**src/rtl/mem_bus_pkg.sv**
```systemverilog
// Shared types and default region map for the memory bus bridge.
// Regions: user code, user data, kernel code, kernel data, boot ROM.
package mem_bus_pkg;

    typedef enum logic [2:0] {
        IDLE,
        WRITE,
        READ_WAIT,
        READ_CAP,
        ERR
    } bridgeState_t;

    localparam int unsigned REGION_IDX_W = 3;
    localparam int unsigned LAT_CNT_W    = 2;

    localparam int unsigned REGION_USER_CODE   = 0;
    localparam int unsigned REGION_USER_DATA   = 1;
    localparam int unsigned REGION_KERNEL_CODE = 2;
    localparam int unsigned REGION_KERNEL_DATA = 3;
    localparam int unsigned REGION_BOOT        = 4;

    // Region i occupies bits [i*32 +: 32]; region 0 is the rightmost word.
    localparam logic [5*32-1:0] MEM_MAP_BASE_DEFAULT = {
        32'hBFC0_0000, 32'h9000_0000, 32'h8000_0000, 32'h1001_0000, 32'h0040_0000
    };
    localparam logic [5*32-1:0] MEM_MAP_LIMIT_DEFAULT = {
        32'hBFC0_01FF, 32'h9000_0FFF, 32'h8000_1FFF, 32'h1001_1FFF, 32'h0040_3FFF
    };

endpackage

```
**src/rtl/mem_bus_if.sv**
```systemverilog
// Bus bundle between the core master/RAM regions and the bridge.
// Port-style names are kept so existing wiring maps one-to-one.
interface mem_bus_if #(
    parameter int unsigned NUM_REGIONS = 5,
    parameter int unsigned ADDR_W      = 32,
    parameter int unsigned DATA_W      = 32
);
    logic                          iReq;
    logic                          iWe;
    logic [DATA_W/8-1:0]           iBe;
    logic [ADDR_W-1:0]             iAddr;
    logic [DATA_W-1:0]             iWData;
    logic                          oReady;
    logic                          oAck;
    logic                          oErr;
    logic [DATA_W-1:0]             oRData;
    logic [ADDR_W-1:0]             oMemAddr;
    logic [DATA_W/8-1:0]           oMemBe;
    logic [DATA_W-1:0]             oMemWData;
    logic [NUM_REGIONS-1:0]        oMemWren;
    logic [NUM_REGIONS*DATA_W-1:0] iMemRData;

    modport master (
        output iReq, iWe, iBe, iAddr, iWData, iMemRData,
        input  oReady, oAck, oErr, oRData, oMemAddr, oMemBe, oMemWData, oMemWren
    );

    modport slave (
        input  iReq, iWe, iBe, iAddr, iWData, iMemRData,
        output oReady, oAck, oErr, oRData, oMemAddr, oMemBe, oMemWData, oMemWren
    );
endinterface

```
**src/rtl/mem_region_decode.sv**
```systemverilog
// Combinational address decoder: reports whether an address falls in a
// mapped region and which one; on overlap the lowest index wins.
module mem_region_decode
    import mem_bus_pkg::*;
#(
    parameter int unsigned                NUM_REGIONS  = 5,
    parameter int unsigned                ADDR_W       = 32,
    parameter logic [NUM_REGIONS*ADDR_W-1:0] REGION_BASE  = MEM_MAP_BASE_DEFAULT,
    parameter logic [NUM_REGIONS*ADDR_W-1:0] REGION_LIMIT = MEM_MAP_LIMIT_DEFAULT
) (
    input  logic [ADDR_W-1:0]       addr,
    output logic                    hit,
    output logic [REGION_IDX_W-1:0] idx
);

    always_comb begin
        hit = 1'b0;
        idx = '0;
        for (int unsigned i = 0; i < NUM_REGIONS; i++) begin
            if (!hit &&
                addr >= REGION_BASE[i*ADDR_W +: ADDR_W] &&
                addr <= REGION_LIMIT[i*ADDR_W +: ADDR_W]) begin
                hit = 1'b1;
                idx = REGION_IDX_W'(i);
            end
        end
    end

endmodule

```
**src/rtl/mem_bus_bridge.sv**
```systemverilog
// Registered bridge from the core memory bus to N synchronous RAM regions.
// Optional MEM_BUS_ERR_CAPTURE_EN adds a sticky first-error address capture.
module mem_bus_bridge
    import mem_bus_pkg::*;
#(
    parameter int unsigned                   NUM_REGIONS  = 5,
    parameter int unsigned                   ADDR_W       = 32,
    parameter int unsigned                   DATA_W       = 32,
    parameter int unsigned                   RD_LAT       = 1,
    parameter logic [NUM_REGIONS*ADDR_W-1:0] REGION_BASE  = MEM_MAP_BASE_DEFAULT,
    parameter logic [NUM_REGIONS*ADDR_W-1:0] REGION_LIMIT = MEM_MAP_LIMIT_DEFAULT,
    parameter logic [NUM_REGIONS-1:0]        REGION_RO    = 5'b10000
) (
    input  logic         iCLK,
    input  logic         iRST_n,
    mem_bus_if.slave     bus
`ifdef MEM_BUS_ERR_CAPTURE_EN
    ,
    output logic [ADDR_W-1:0] oErrAddr,
    output logic              oErrValid,
    input  logic              iErrClr
`endif
);

    bridgeState_t            state, nextState;
    logic [REGION_IDX_W-1:0] hitIdxR;
    logic [LAT_CNT_W-1:0]    latCnt;
    logic [DATA_W-1:0]       rDataR;
    logic                    readAckR;
    logic [ADDR_W-1:0]       memAddrR;
    logic [DATA_W/8-1:0]     memBeR;
    logic [DATA_W-1:0]       memWDataR;

    logic                    decHit;
    logic [REGION_IDX_W-1:0] decIdx;
    logic [7:0]              roMask;
    logic                    accept;
    logic                    reqErr;
    logic [DATA_W-1:0]       selRData;

    mem_region_decode #(
        .NUM_REGIONS (NUM_REGIONS),
        .ADDR_W      (ADDR_W),
        .REGION_BASE (REGION_BASE),
        .REGION_LIMIT(REGION_LIMIT)
    ) uDecode (
        .addr(bus.iAddr),
        .hit (decHit),
        .idx (decIdx)
    );

    assign roMask = 8'(REGION_RO);
    assign accept = (state == IDLE) && bus.iReq;
    assign reqErr = !decHit || (bus.iWe && roMask[decIdx]);

    always_comb begin
        nextState = state;
        unique case (state)
            IDLE: begin
                if (bus.iReq) begin
                    if (reqErr)      nextState = ERR;
                    else if (bus.iWe) nextState = WRITE;
                    else             nextState = READ_WAIT;
                end
            end
            WRITE:     nextState = IDLE;
            READ_WAIT: if (latCnt == '0) nextState = READ_CAP;
            READ_CAP:  nextState = IDLE;
            ERR:       nextState = IDLE;
            default:   nextState = IDLE;
        endcase
    end

    always_ff @(posedge iCLK or negedge iRST_n) begin
        if (!iRST_n) begin
            state     <= IDLE;
            hitIdxR   <= '0;
            latCnt    <= '0;
            rDataR    <= '0;
            readAckR  <= 1'b0;
            memAddrR  <= '0;
            memBeR    <= '0;
            memWDataR <= '0;
        end else begin
            state    <= nextState;
            readAckR <= (state == READ_CAP);
            if (accept) begin
                memAddrR  <= bus.iAddr;
                memBeR    <= bus.iBe;
                memWDataR <= bus.iWData;
                hitIdxR   <= decIdx;
                latCnt    <= LAT_CNT_W'(RD_LAT - 1);
            end else if (state == READ_WAIT && latCnt != '0) begin
                latCnt <= latCnt - 1'b1;
            end
            if (state == READ_CAP) rDataR <= selRData;
        end
    end

    // Explicit mux keeps the region select in range for any NUM_REGIONS.
    always_comb begin
        selRData = '0;
        for (int unsigned i = 0; i < NUM_REGIONS; i++) begin
            if (hitIdxR == REGION_IDX_W'(i)) selRData = bus.iMemRData[i*DATA_W +: DATA_W];
        end
    end

    // Strobe decoded from the state register so an async reset drops it at once.
    always_comb begin
        bus.oMemWren = '0;
        for (int unsigned i = 0; i < NUM_REGIONS; i++) begin
            bus.oMemWren[i] = (state == WRITE) && (hitIdxR == REGION_IDX_W'(i));
        end
    end

    assign bus.oReady    = (state == IDLE);
    assign bus.oAck      = (state == WRITE) || (state == ERR) || readAckR;
    assign bus.oErr      = (state == ERR);
    assign bus.oRData    = (state == ERR) ? '0 : rDataR;
    assign bus.oMemAddr  = memAddrR;
    assign bus.oMemBe    = memBeR;
    assign bus.oMemWData = memWDataR;

`ifdef MEM_BUS_ERR_CAPTURE_EN
    // A new error wins over a simultaneous clear.
    always_ff @(posedge iCLK or negedge iRST_n) begin
        if (!iRST_n) begin
            oErrAddr  <= '0;
            oErrValid <= 1'b0;
        end else if (accept && reqErr && (!oErrValid || iErrClr)) begin
            oErrAddr  <= bus.iAddr;
            oErrValid <= 1'b1;
        end else if (iErrClr) begin
            oErrValid <= 1'b0;
        end
    end
`endif

endmodule

```
**src/flat_wrapper.sv**
```systemverilog
// flat-port wrapper written by rule: the top's interface ports become plain ports
module mem_bus_bridge_flat import mem_bus_pkg::*;
#(
    parameter int unsigned                   NUM_REGIONS  = 5,
    parameter int unsigned                   ADDR_W       = 32,
    parameter int unsigned                   DATA_W       = 32,
    parameter int unsigned                   RD_LAT       = 1,
    parameter logic [NUM_REGIONS*ADDR_W-1:0] REGION_BASE  = MEM_MAP_BASE_DEFAULT,
    parameter logic [NUM_REGIONS*ADDR_W-1:0] REGION_LIMIT = MEM_MAP_LIMIT_DEFAULT,
    parameter logic [NUM_REGIONS-1:0]        REGION_RO    = 5'b10000
)
  (iCLK, iRST_n, bus_iReq, bus_iWe, bus_iBe, bus_iAddr, bus_iWData, bus_iMemRData, bus_oReady, bus_oAck, bus_oErr, bus_oRData, bus_oMemAddr, bus_oMemBe, bus_oMemWData, bus_oMemWren);
  mem_bus_if #(.NUM_REGIONS(NUM_REGIONS), .ADDR_W(ADDR_W), .DATA_W(DATA_W)) bus_i ();
  input  logic iCLK;
  input  logic iRST_n;
  input wire logic [$bits(bus_i.iReq)-1:0] bus_iReq;
  input wire logic [$bits(bus_i.iWe)-1:0] bus_iWe;
  input wire logic [$bits(bus_i.iBe)-1:0] bus_iBe;
  input wire logic [$bits(bus_i.iAddr)-1:0] bus_iAddr;
  input wire logic [$bits(bus_i.iWData)-1:0] bus_iWData;
  input wire logic [$bits(bus_i.iMemRData)-1:0] bus_iMemRData;
  output wire logic [$bits(bus_i.oReady)-1:0] bus_oReady;
  output wire logic [$bits(bus_i.oAck)-1:0] bus_oAck;
  output wire logic [$bits(bus_i.oErr)-1:0] bus_oErr;
  output wire logic [$bits(bus_i.oRData)-1:0] bus_oRData;
  output wire logic [$bits(bus_i.oMemAddr)-1:0] bus_oMemAddr;
  output wire logic [$bits(bus_i.oMemBe)-1:0] bus_oMemBe;
  output wire logic [$bits(bus_i.oMemWData)-1:0] bus_oMemWData;
  output wire logic [$bits(bus_i.oMemWren)-1:0] bus_oMemWren;
  assign bus_i.iReq = bus_iReq;
  assign bus_i.iWe = bus_iWe;
  assign bus_i.iBe = bus_iBe;
  assign bus_i.iAddr = bus_iAddr;
  assign bus_i.iWData = bus_iWData;
  assign bus_i.iMemRData = bus_iMemRData;
  assign bus_oReady = bus_i.oReady;
  assign bus_oAck = bus_i.oAck;
  assign bus_oErr = bus_i.oErr;
  assign bus_oRData = bus_i.oRData;
  assign bus_oMemAddr = bus_i.oMemAddr;
  assign bus_oMemBe = bus_i.oMemBe;
  assign bus_oMemWData = bus_i.oMemWData;
  assign bus_oMemWren = bus_i.oMemWren;
  mem_bus_bridge #(.NUM_REGIONS(NUM_REGIONS), .ADDR_W(ADDR_W), .DATA_W(DATA_W), .RD_LAT(RD_LAT), .REGION_BASE(REGION_BASE), .REGION_LIMIT(REGION_LIMIT), .REGION_RO(REGION_RO)) u_core (.iCLK(iCLK), .iRST_n(iRST_n), .bus(bus_i));
endmodule
```
**config.mk**
```make
export PLATFORM = sky130hd
export DESIGN_NAME = mem_bus_bridge_flat
export DESIGN_NICKNAME = d
export VERILOG_FILES = /design/src/rtl/mem_bus_pkg.sv /design/src/rtl/mem_bus_if.sv /design/src/rtl/mem_region_decode.sv /design/src/rtl/mem_bus_bridge.sv /design/src/flat_wrapper.sv
export SDC_FILE = /design/constraint.sdc
export NUM_CORES = 1
export LEC_CHECK = 0
export BUFFER_PORTS_ARGS = -buffer_cell sky130_fd_sc_hd__buf_4
export CORE_AREA = 2 2 131 133
export CTS_CLUSTER_SIZE = 30
export DETAILED_ROUTE_END_ITERATION = 8
export DIE_AREA = 0 0 133 135
export PLACE_DENSITY_LB_ADDON = 0.15
export SYNTH_ARGS = -nofsm -noshare
export SYNTH_HDL_FRONTEND = slang
export SYNTH_SLANG_ARGS = --single-unit
```
**constraint.sdc**
```tcl
create_clock -name iCLK -period 2.62 [get_ports iCLK]
set_clock_uncertainty 0.1 [all_clocks]
set_input_delay 0.786 -clock iCLK [delete_from_list [all_inputs] [get_ports iCLK]]
set_output_delay 0.786 -clock iCLK [all_outputs]
set_load 0.005 [all_outputs]
```
* Word-level counts from Yosys, hierarchy flattened
Memories as Yosys holds them, arrays and structs flattened.
Cells that the tools add are included.
** Word-level totals
- Register bits :: 109
- Memories :: 1
- Bits of input ports :: 232
- Latch bits :: 0
- Output and inout bits :: 108
- Memory bits (writable) :: 0
- Memory bits (read-only) :: 8
- Word-level logic and storage cells :: 85
** Cells by class
- Bitwise operators :: 0
- Reduce and logical (&&, ||, !) cells :: 31
- $lt $le $gt $ge :: 11
- Mux-type cells :: 23
- $add $sub $neg :: 1
- $mul :: 0
- Shift operators :: 0
- Eq/ne operators :: 10
- Divide/modulo/power cells :: 0
** Memory list
- (name not given) :: words 8, bits a word 1, read ports 1, clocked after Yosys merged registers in 0, wr ports 0, RTL line mem_bus_bridge.sv:54 : assign reqErr = !decHit || (bus.iWe && roMask[decIdx]);
** Operators by type and width (number)
- 32-bit two-way mux :: 6
- 32-bit greater-or-equal comparator, second input constant :: 3
- 32-bit <= comparator, second input constant :: 3
- 32-bit by 23-bit greater-or-equal comparator with 1-bit output, second input constant :: 1
- 32-bit by 29-bit greater-or-equal comparator with 1-bit output, second input constant :: 1
- 32-bit by 23-bit <= comparator with 1-bit output, second input constant :: 1
- 32-bit by 29-bit <= comparator with 1-bit output, second input constant :: 1
- 3-bit two-way mux :: 6
- 1-bit logical AND :: 17
- 3-bit by 2-bit == test with 1-bit output, second input constant :: 4
- 1-bit two-way mux :: 7
- 3-bit by 1-bit == test with 1-bit output, second input constant :: 2
- 3-bit == test, second input constant :: 2
- 3-bit zero test :: 2
- 2-bit two-way mux :: 3
- 3-bit case mux with 2 select lines :: 1
- 1-bit zero test :: 5
- 3-bit by 4-bit less-than comparator with 1-bit output, second input constant :: 1
- 2-bit nonzero test :: 2
- 1-bit logical OR :: 3
- 2-bit zero test :: 1
- 2-bit by 1-bit inequality test with 1-bit output, second input constant :: 1
- 2-bit inequality test, second input constant :: 1
- 2-bit AND reduction :: 1
- 2-bit by 1-bit subtractor with 2-bit output, second input constant :: 1

* Logic depth before layout (Yosys ltp)
Gate-level depths: netlist (run 1).
- Word-level depth :: 26
- Mapped depth :: 9
- Depth with buffers taken out :: 5

* Modules after synthesis
A second synthesis (run 1) with hierarchy kept.
** Second synthesis, totals
- Cell total of the unflattened synthesis :: 552
- Area, all modules :: 6276.0 µm²
** Modules (own cells, without submodules)
- mem_bus_bridge :: area an instance 6115.9 µm², cells each 528, times used 1
- mem_region_decode :: area an instance 160.2 µm², cells each 24, times used 1

* Worst setup path before layout (run 1)
No wires, ideal clock.
- Kind :: input to register
- From :: input bus_iAddr[9]
- To :: register u_core.state[1]
- Slack :: 0.198 ns
- Buffers on the path :: 0
- Data arrival time :: 2.248 ns
- Data required time :: 2.447 ns
- Stages on the path :: 5
- Path through :: or4b_1 -> or4_1 -> nor3_2 -> o211ai_2 -> a21oi_2
** Between the ends
- Word-level cells in the longest chain between the ends :: 26
** RTL lines
- from (decl) :: RTL line flat_wrapper.sv:19 : input wire logic [$bits(bus_i.iAddr)-1:0] bus_iAddr;
- 32-bit by 23-bit greater-or-equal comparator with 1-bit output / 32-bit by 23-bit <= comparator with 1-bit output (equally long branches) :: RTL line mem_region_decode.sv:21, mem_region_decode.sv:22
- 1-bit logical AND :: RTL line mem_region_decode.sv:21 : addr >= REGION_BASE[i*ADDR_W +: ADDR_W] &&
- 1-bit two-way mux :: RTL line mem_region_decode.sv:20 : if (!hit &&
- 1-bit zero test :: RTL line mem_region_decode.sv:20
- 1-bit logical AND :: RTL line mem_region_decode.sv:20
- 1-bit logical AND :: RTL line mem_region_decode.sv:21
- 1-bit two-way mux :: RTL line mem_region_decode.sv:20
- 1-bit zero test :: RTL line mem_region_decode.sv:20
- (+10 left out)
- 3-bit two-way mux :: RTL line mem_region_decode.sv:20
- memory read 8 x 1 bit
- 1-bit two-way mux (not written as such) :: RTL line mem_bus_bridge.sv:54
- 1-bit logical AND :: RTL line mem_bus_bridge.sv:54
- 1-bit logical OR (*) :: RTL line mem_bus_bridge.sv:54
- 3-bit two-way mux (*) :: RTL line mem_bus_bridge.sv:61 : if (reqErr) nextState = ERR;
- 3-bit two-way mux (*) :: RTL line mem_bus_bridge.sv:60 : if (bus.iReq) begin
- 3-bit case mux with 2 select lines (*) :: RTL line mem_bus_bridge.sv:58 : unique case (state)
- to (signal assigned) :: RTL line mem_bus_bridge.sv:85 : state <= nextState;
- to (decl) :: RTL line mem_bus_bridge.sv:25 : bridgeState_t state, nextState;
Mark *: on every way between the ends. The rest lies on a longest branch, timed or not. The select of a mux whose other input is x is not followed.
A chain may end at the register's enable or synchronous reset.

* Final worst setup path (run 1)
- From :: register u_core.state[2]
- To :: output bus_oMemWren[2]
** Between the ends
- Word-level cells in the longest chain between the ends :: 2
** RTL lines
- 3-bit by 1-bit == test with 1-bit output :: RTL line mem_bus_bridge.sv:112 : bus.oMemWren[i] = (state == WRITE) && (hitIdxR == REGION_IDX_W'(i));
- 1-bit logical AND :: RTL line mem_bus_bridge.sv:112
- to (decl) :: RTL line flat_wrapper.sv:29 : output wire logic [$bits(bus_i.oMemWren)-1:0] bus_oMemWren;
Every way passes these cells.

==> flow_summary.rst, run 1 <==
.. list-table::
   :header-rows: 1

   * - Metric
     - Value
   * - PortBufs
     - 339
   * - Largest fanout on the critical path
     - 4
   * - Power per cell area
     - 494 nW/um^2
   * - Die extent in y
     - 135 um
   * - Clock latency of the later-clocked register in the worst-skew pair
     - 350 ps
   * - Synth unique cells
     - 37
   * - Largest voltage drop on the vdd net
     - 0.284 mV
   * - Mapped Nets
     - 818
   * - Min-delay worst type
     - in -> async
   * - Flop and latch count out of synthesis
     - 109
   * - Area of the placeable core
     - 16400 um^2
   * - Total number of vias
     - 5361
   * - Most area-consuming cells after synthesis
     - sky130_fd_sc_hd__dfrtp_1, sky130_fd_sc_hd__nand2_1, sky130_fd_sc_hd__mux4_2, sky130_fd_sc_hd__a221oi_1, sky130_fd_sc_hd__a21oi_1
   * - R2r worst-path depth
     - 4
   * - Share of the clock period used by the worst path after layout
     - 0.956
   * - Root Buffer
     - sky130_fd_sc_hd__clkbuf_16
   * - Arrival time at the worst endpoint
     - 1620 ps
   * - Warnings, synthesis
     - 0
   * - Site Rows
     - 47
   * - Leak Pwr
     - 4.47 nW
   * - Final RePlAce weighted congestion
     - 0.803
   * - Violation count after the first detailed-route iteration
     - 256
   * - Maximum frequency from static timing analysis
     - 399 MHz
   * - Rel. slew slack
     - 0.676
   * - Launching element type of the critical path
     - register
   * - Antenna violations before repair
     - 1
   * - Die area
     - 18000 um^2
   * - Tightest Pin Transition
     - 486 ps
   * - Clock Pin Slew Worst Setup and Hold Paths
     - 80 ps
   * - Layout Nets
     - 1141
   * - Status
     - complete, no violations
   * - Count of mapped cells out of synthesis
     - 585
   * - Worst slack on hold paths
     - 290 ps
   * - Cell type with the highest aggregate area in the netlist
     - sky130_fd_sc_hd__dfrtp_1
   * - Post-synthesis sequential area ratio
     - 0.498
   * - Sum of overflow across all layers after global routing
     - 0
   * - Unrepaired setup endpoints after global routing
     - false
   * - Horizontal die dimension
     - 133 um
   * - Final count of hold timing violations
     - 0
   * - Post-Syn Area
     - 5480 um^2
   * - Overall routing resource usage
     - 0.207
   * - Post-CTS Repair Setup Buffers
     - 0
   * - Pre-antenna DRT Iters
     - 4
   * - Final setup viols
     - 0
   * - Worst Setup End Kind
     - output pin
   * - Worst R2R Start
     - u_core.hitIdxR[0]$_DFFE_PN0P_
   * - Mean Syn Cell Area
     - 9.37 um^2
   * - Area share of the leading cell type in the synthesized netlist
     - 0.498
   * - Critical path start-end classification
     - reg -> out
   * - Count of hold buffers inserted by post-cts repair
     - 0
   * - Remaining antenna violation count
     - 0
   * - I/O pins
     - 340
   * - Maximum number of pins on one net before global-route repair
     - 68
   * - WL/cell
     - 16.5 um
   * - Final Critical Period
     - 2510 ps
   * - Final cell count without fillers
     - 1134
   * - Cts bufs inserted
     - 9
   * - DPL Wire Length
     - 14100 um
   * - Critical register-to-register path endpoint
     - u_core.rDataR[15]$_DFFE_PN0P_
   * - Vias in the first global route
     - 5377
   * - CP Launch Point
     - u_core.state[2]$_DFFE_PN0P_
   * - Fraction of layout instances using a drive strength above 1
     - 0.455
   * - Effective utilization at floorplan
     - 0.334
   * - Average vias per placed instance
     - 4.73
   * - Minimum setup slack among reg-to-reg paths
     - 560 ps
   * - H-Tree Depth
     - 3
   * - Total routed wirelength
     - 18700 um
   * - Resize count post-CTS
     - 0
   * - Data required time of the critical path
     - 1730 ps
   * - Total DRC errors in the routed layout
     - 0
   * - Buffer levels on the longest clock path
     - 2
   * - Count of pins over their slew limit
     - 0
   * - CTS sink count
     - 109
   * - CTS tree
     - built
   * - Number of placed cells counting well taps
     - 1117
   * - Max_cap viols
     - 0
   * - Accumulated negative setup slack
     - 0 ps
   * - Wire length of the first global-routing pass
     - 28800 um
   * - Area overhead of the layout relative to synthesis
     - 58.3%
## cells in the mapped netlist
master and number:
sky130_fd_sc_hd__buf_2 7, sky130_fd_sc_hd__xor2_1 1, sky130_fd_sc_hd__or4b_1 1, sky130_fd_sc_hd__o21bai_1 1
sky130_fd_sc_hd__or2_2 2, sky130_fd_sc_hd__clkbuf_1 34, sky130_fd_sc_hd__nor2_1 39, sky130_fd_sc_hd__nand2b_1 2
sky130_fd_sc_hd__nor3_2 1, sky130_fd_sc_hd__nor4_1 1, sky130_fd_sc_hd__inv_1 37, sky130_fd_sc_hd__o21ai_0 4
sky130_fd_sc_hd__a21oi_1 34, sky130_fd_sc_hd__and4bb_2 1, sky130_fd_sc_hd__a22oi_1 2, sky130_fd_sc_hd__or4_1 1
sky130_fd_sc_hd__nand2_1 214, sky130_fd_sc_hd__o211ai_2 1, sky130_fd_sc_hd__o32ai_1 1, sky130_fd_sc_hd__nor3b_1 4
sky130_fd_sc_hd__nor2b_1 2, sky130_fd_sc_hd__nand3b_1 1, sky130_fd_sc_hd__a21oi_2 1, sky130_fd_sc_hd__or3_1 1
sky130_fd_sc_hd__mux4_2 32, sky130_fd_sc_hd__and3_1 2, sky130_fd_sc_hd__o31ai_1 1, sky130_fd_sc_hd__a221oi_1 31
sky130_fd_sc_hd__a21o_1 1, sky130_fd_sc_hd__ha_1 1, sky130_fd_sc_hd__dfrtp_1 109, sky130_fd_sc_hd__nand3_1 1
sky130_fd_sc_hd__nor3_1 7, sky130_fd_sc_hd__mux2_2 1, sky130_fd_sc_hd__a211oi_1 1, sky130_fd_sc_hd__and2_1 1
sky130_fd_sc_hd__nand4_1 4
## flip-flops by register name (all words and copies together), names as in the netlist
| signal | flops |
|---|---|
| u_core.bus.oMemAddr | 32 |
| u_core.bus.oMemWData | 32 |
| u_core.rDataR | 32 |
| u_core.bus.oMemBe | 4 |
| u_core.hitIdxR | 3 |
| u_core.state | 3 |
| u_core.latCnt | 2 |
| u_core.readAckR | 1 |
## worst max path at each step
stage	end	slack, ps	cells past startpoint
after floorplan	u_core.state[1]$_DFFE_PN0P_	200	5
after global placement	u_core.state[1]$_DFFE_PN0P_	-1	6
after detailed placement	u_core.state[1]$_DFFE_PN0P_	1	6
after CTS	bus_oMemWren[2]	60	4
after global routing	bus_oMemWren[0]	10	4
final	bus_oMemWren[2]	110	4
## cells in the final DEF, fill, tap and decap left out, drive strengths merged, types with 2 or more instances in the layout
master  netlist  routed
a221oi       31      31
clkinv        0       3
nand2       214     214
clkbuf       34      10
dfrtp       109     109
a22oi         2       2
inv          37      39
nor2b         2       2
nor3          8       8
nand4         4       4
nor2         39      39
or2           2       2
o21ai         4       4
nand2b        2       2
a21oi        35      35
and3          2       2
nor3b         4       4
buf           7     353
mux4         32      32
## final cells by class
class                      count  area, um^2
sequential                   109        2730
clock buffer                  10         239
inverter                      37         139
tap                          220         275
multi-input combinational    398        2470
fill                        1561        7730
timing repair buffer         353        2750
antenna                        1        2.50
clock inverter                 6        68.8
## critical path, stage by stage (launching register included)
cell and delay, ps:
sky130_fd_sc_hd__dfrtp_1 410, sky130_fd_sc_hd__nand2b_1 190, sky130_fd_sc_hd__or3_1 370, sky130_fd_sc_hd__nor3b_2 180, sky130_fd_sc_hd__buf_4 130
## metrics by stage
step	util	cell area (um^2)	setup WS (ps)	power (W)
final	0.529	8670	114	0.00428
after global routing	0.529	8670	10.4	0.00452
after CTS	0.528	8670	60.3	0.00435
after detailed placement	0.509	8360	1.38	0.00291
after global placement	0.509	8360	-1.23	0.00290
after floorplan	-	5480	198	0.00222
## routing by layer
layer	vias to the layer above	global-route usage	routed length, um	share of wire
met5	-	0	0	0
met4	0	0.0854	493	0.026
met3	24	0.0612	1590	0.085
met2	220	0.348	9180	0.49
met1	2498	0.250	7460	0.40
li1	2619	-	-	-
## power breakdown
group	internal [W]	switching, W	total, W	leakage (nW)
logic	0.000558	0.000376	0.000934	2.99
registers	0.00184	0.0000832	0.00193	1.33
clock network	0.000777	0.000644	0.00142	0.155
## logic make-up (layout without fill, tap and decap cells)
group | count (synthesis) | in the layout | synth area share
DFF | 109 | 109 | 0.498
buffers and inverters | 78 | 406 | 0.0550
muxes | 33 | 33 | 0.134
other | 0 | 1 | 0
adders and majority gates | 1 | 1 | 0.00228
xor gates and xnor gates | 1 | 1 | 0.00160
AOI/OAI and AO/OA | 78 | 78 | 0.0979
and+or+nand+nor | 285 | 285 | 0.212
No activity file was read; power rests on OpenSTA's default activity.
==> run 2, diff against run 1 <==
--- a/config.mk
+++ b/config.mk
@@ -5,11 +5,11 @@
 export SDC_FILE = /design/constraint.sdc
 export NUM_CORES = 1
 export LEC_CHECK = 0
-export BUFFER_PORTS_ARGS = -buffer_cell sky130_fd_sc_hd__buf_4
 export CORE_AREA = 2 2 131 133
 export CTS_CLUSTER_SIZE = 30
 export DETAILED_ROUTE_END_ITERATION = 8
 export DIE_AREA = 0 0 133 135
+export DONT_BUFFER_PORTS = 1
 export PLACE_DENSITY_LB_ADDON = 0.15
 export SYNTH_ARGS = -nofsm -noshare
 export SYNTH_HDL_FRONTEND = slang
==> run 2 against run 1 <==
Net effect:
- clock power shrank 4%
- wire length down 8.3%
- via count down 20%
- critical path depth is 1 lower
- core utilization decreased by 16 points
- sequential power is 2% higher
- final area is 30% lower
- sequential cell count is the same
- sequential share of layout area increased by 13 points
- final cell count decreased by 30%
- largest cell class is now flip-flops and latches
- highest routed layer unchanged
==> flow_summary.rst, run 2 (synthesized netlist as in run 1, its figures left out) <==
.. list-table::
   :header-rows: 1

   * - Metric
     - Value
   * - Maximum number of pins on one net before global-route repair
     - 110
   * - CTS sink count
     - 109
   * - Largest voltage drop on the vdd net
     - 0.272 mV
   * - Average vias per placed instance
     - 5.37
   * - PortBufs
     - 0
   * - Rel. slew slack
     - 0.517
   * - Final Critical Period
     - 2490 ps
   * - Launching element type of the critical path
     - register
   * - Violation count after the first detailed-route iteration
     - 157
   * - Leading cell type in the layout, fill and taps excluded
     - sky130_fd_sc_hd__nand2_1
   * - Sum of overflow across all layers after global routing
     - 0
   * - Area overhead of the layout relative to synthesis
     - 10.8%
   * - Final setup viols
     - 0
   * - Root Buffer
     - sky130_fd_sc_hd__clkbuf_16
   * - Final count of hold timing violations
     - 0
   * - Critical path start-end classification
     - reg -> out
   * - Status
     - complete, no violations
   * - Clock latency of the later-clocked register in the worst-skew pair
     - 350 ps
   * - Cts bufs inserted
     - 9
   * - Filler instances
     - 1673
   * - Tightest Pin Transition
     - 722 ps
   * - Wire length of the first global-routing pass
     - 25000 um
   * - Overall routing resource usage
     - 0.182
   * - DPL Wire Length
     - 12800 um
   * - Clock Pin Slew Worst Setup and Hold Paths
     - 80 ps
   * - Leak Pwr
     - 2.79 nW
   * - Area of the placeable core
     - 16400 um^2
   * - Fraction of layout instances using a drive strength above 1
     - 0.123
   * - I/O pins
     - 340
   * - Count of pins over their slew limit
     - 0
   * - Worst R2R Start
     - u_core.state[2]$_DFFE_PN0P_
   * - Buffer levels on the longest clock path
     - 2
   * - Total routed wirelength
     - 17200 um
   * - Share of the clock period used by the worst path after layout
     - 0.952
   * - Most frequent cells in the layout
     - sky130_fd_sc_hd__nand2_1, sky130_fd_sc_hd__dfrtp_1, sky130_fd_sc_hd__nor2_1
   * - Effective utilization at floorplan
     - 0.334
   * - CTS tree
     - built
   * - Worst Setup End Kind
     - output pin
   * - R2r worst-path depth
     - 6
   * - Power per cell area
     - 608 nW/um^2
   * - Minimum setup slack among reg-to-reg paths
     - 520 ps
   * - Arrival time at the worst endpoint
     - 1610 ps
   * - Maximum frequency from static timing analysis
     - 401 MHz
   * - Die area
     - 18000 um^2
   * - WL/cell
     - 21.6 um
   * - Largest fanout on the critical path
     - 4
   * - Critical register-to-register path endpoint
     - u_core.bus.oMemWData[12]$_DFFE_PN0P_
   * - Total number of vias
     - 4269
   * - Remaining antenna violation count
     - 0
   * - Accumulated negative setup slack
     - 0 ps
   * - Final RePlAce weighted congestion
     - 0.776
   * - Min-delay worst type
     - in -> async
   * - Total DRC errors in the routed layout
     - 0
   * - Horizontal die dimension
     - 133 um
   * - Unrepaired setup endpoints after global routing
     - false
   * - Placement-stage worst setup slack
     - 100 ps
   * - Post-route total power
     - 0.00369 W
   * - Pre-antenna DRT Iters
     - 5
   * - Max_cap viols
     - 0
   * - H-Tree Depth
     - 3
   * - Worst slack on hold paths
     - 24.1 ps
   * - Layout Nets
     - 799
   * - Vias in the first global route
     - 4386
   * - Post-route setup slack
     - 125 ps
   * - Die extent in y
     - 135 um
   * - Site Rows
     - 47
   * - Data required time of the critical path
     - 1730 ps
   * - Antenna violations before repair
     - 5
## run 2: layer usage
metal  up-vias  part of all wire  global-route usage
met4         0             0.032              0.0962
met2       235              0.49               0.304
met3        35              0.10              0.0642
met1      2063              0.38               0.207
met5         -                 0                   0
li1       1936                 -                   -
## run 2: how the worst max path moves through the flow
stage | start | end | depth (start not counted)
final | u_core.state[2]$_DFFE_PN0P_ | bus_oMemWren[2] | 3
after global routing | u_core.state[2]$_DFFE_PN0P_ | bus_oMemWren[2] | 3
after global placement | bus_iAddr[9] | u_core.state[1]$_DFFE_PN0P_ | 5
after floorplan | bus_iAddr[9] | u_core.state[1]$_DFFE_PN0P_ | 5
after CTS | u_core.state[2]$_DFFE_PN0P_ | bus_oMemWren[2] | 3
after detailed placement | bus_iAddr[9] | u_core.state[1]$_DFFE_PN0P_ | 5
## run 2: cell type report
cell class	instances	area, um^2	share of cell area
flip-flops and latches	109	2730	0.450
multi-input cells	398	2460	0.406
well taps	220	275	0.0453
clock buffers	10	229	0.0377
repair buffers	11	160	0.0264
inverters	37	139	0.0229
clock inverters	6	62.6	0.0103
diodes	4	10.0	0.00165
## run 2: power breakdown
group,switching [W],leakage (nW),internal (W)
logic,0.000209,1.31,0.000138
registers,0.000128,1.33,0.00184
clock network,0.000696,0.143,0.000675
## run 2: repair_timing
action,in CTS,in global routing
endpoints found under the hold margin,0,16
resized for setup,0,0
hold buffers,0,2
setup buffers,0,0
## run 2: metrics by stage
stage	utilization	cell area, um^2	instances
floorplan	-	5480	585
global placement	0.350	5740	773
finish	0.370	6070	795
detailed placement	0.350	5740	773
CTS	0.368	6030	789
global route	0.370	6070	795
## run 2: critical path, cell delays in order (launching register included)
cell and delay [ps]:
sky130_fd_sc_hd__dfrtp_1 410, sky130_fd_sc_hd__nand2b_1 190, sky130_fd_sc_hd__or3_1 350, sky130_fd_sc_hd__nor3b_1 320
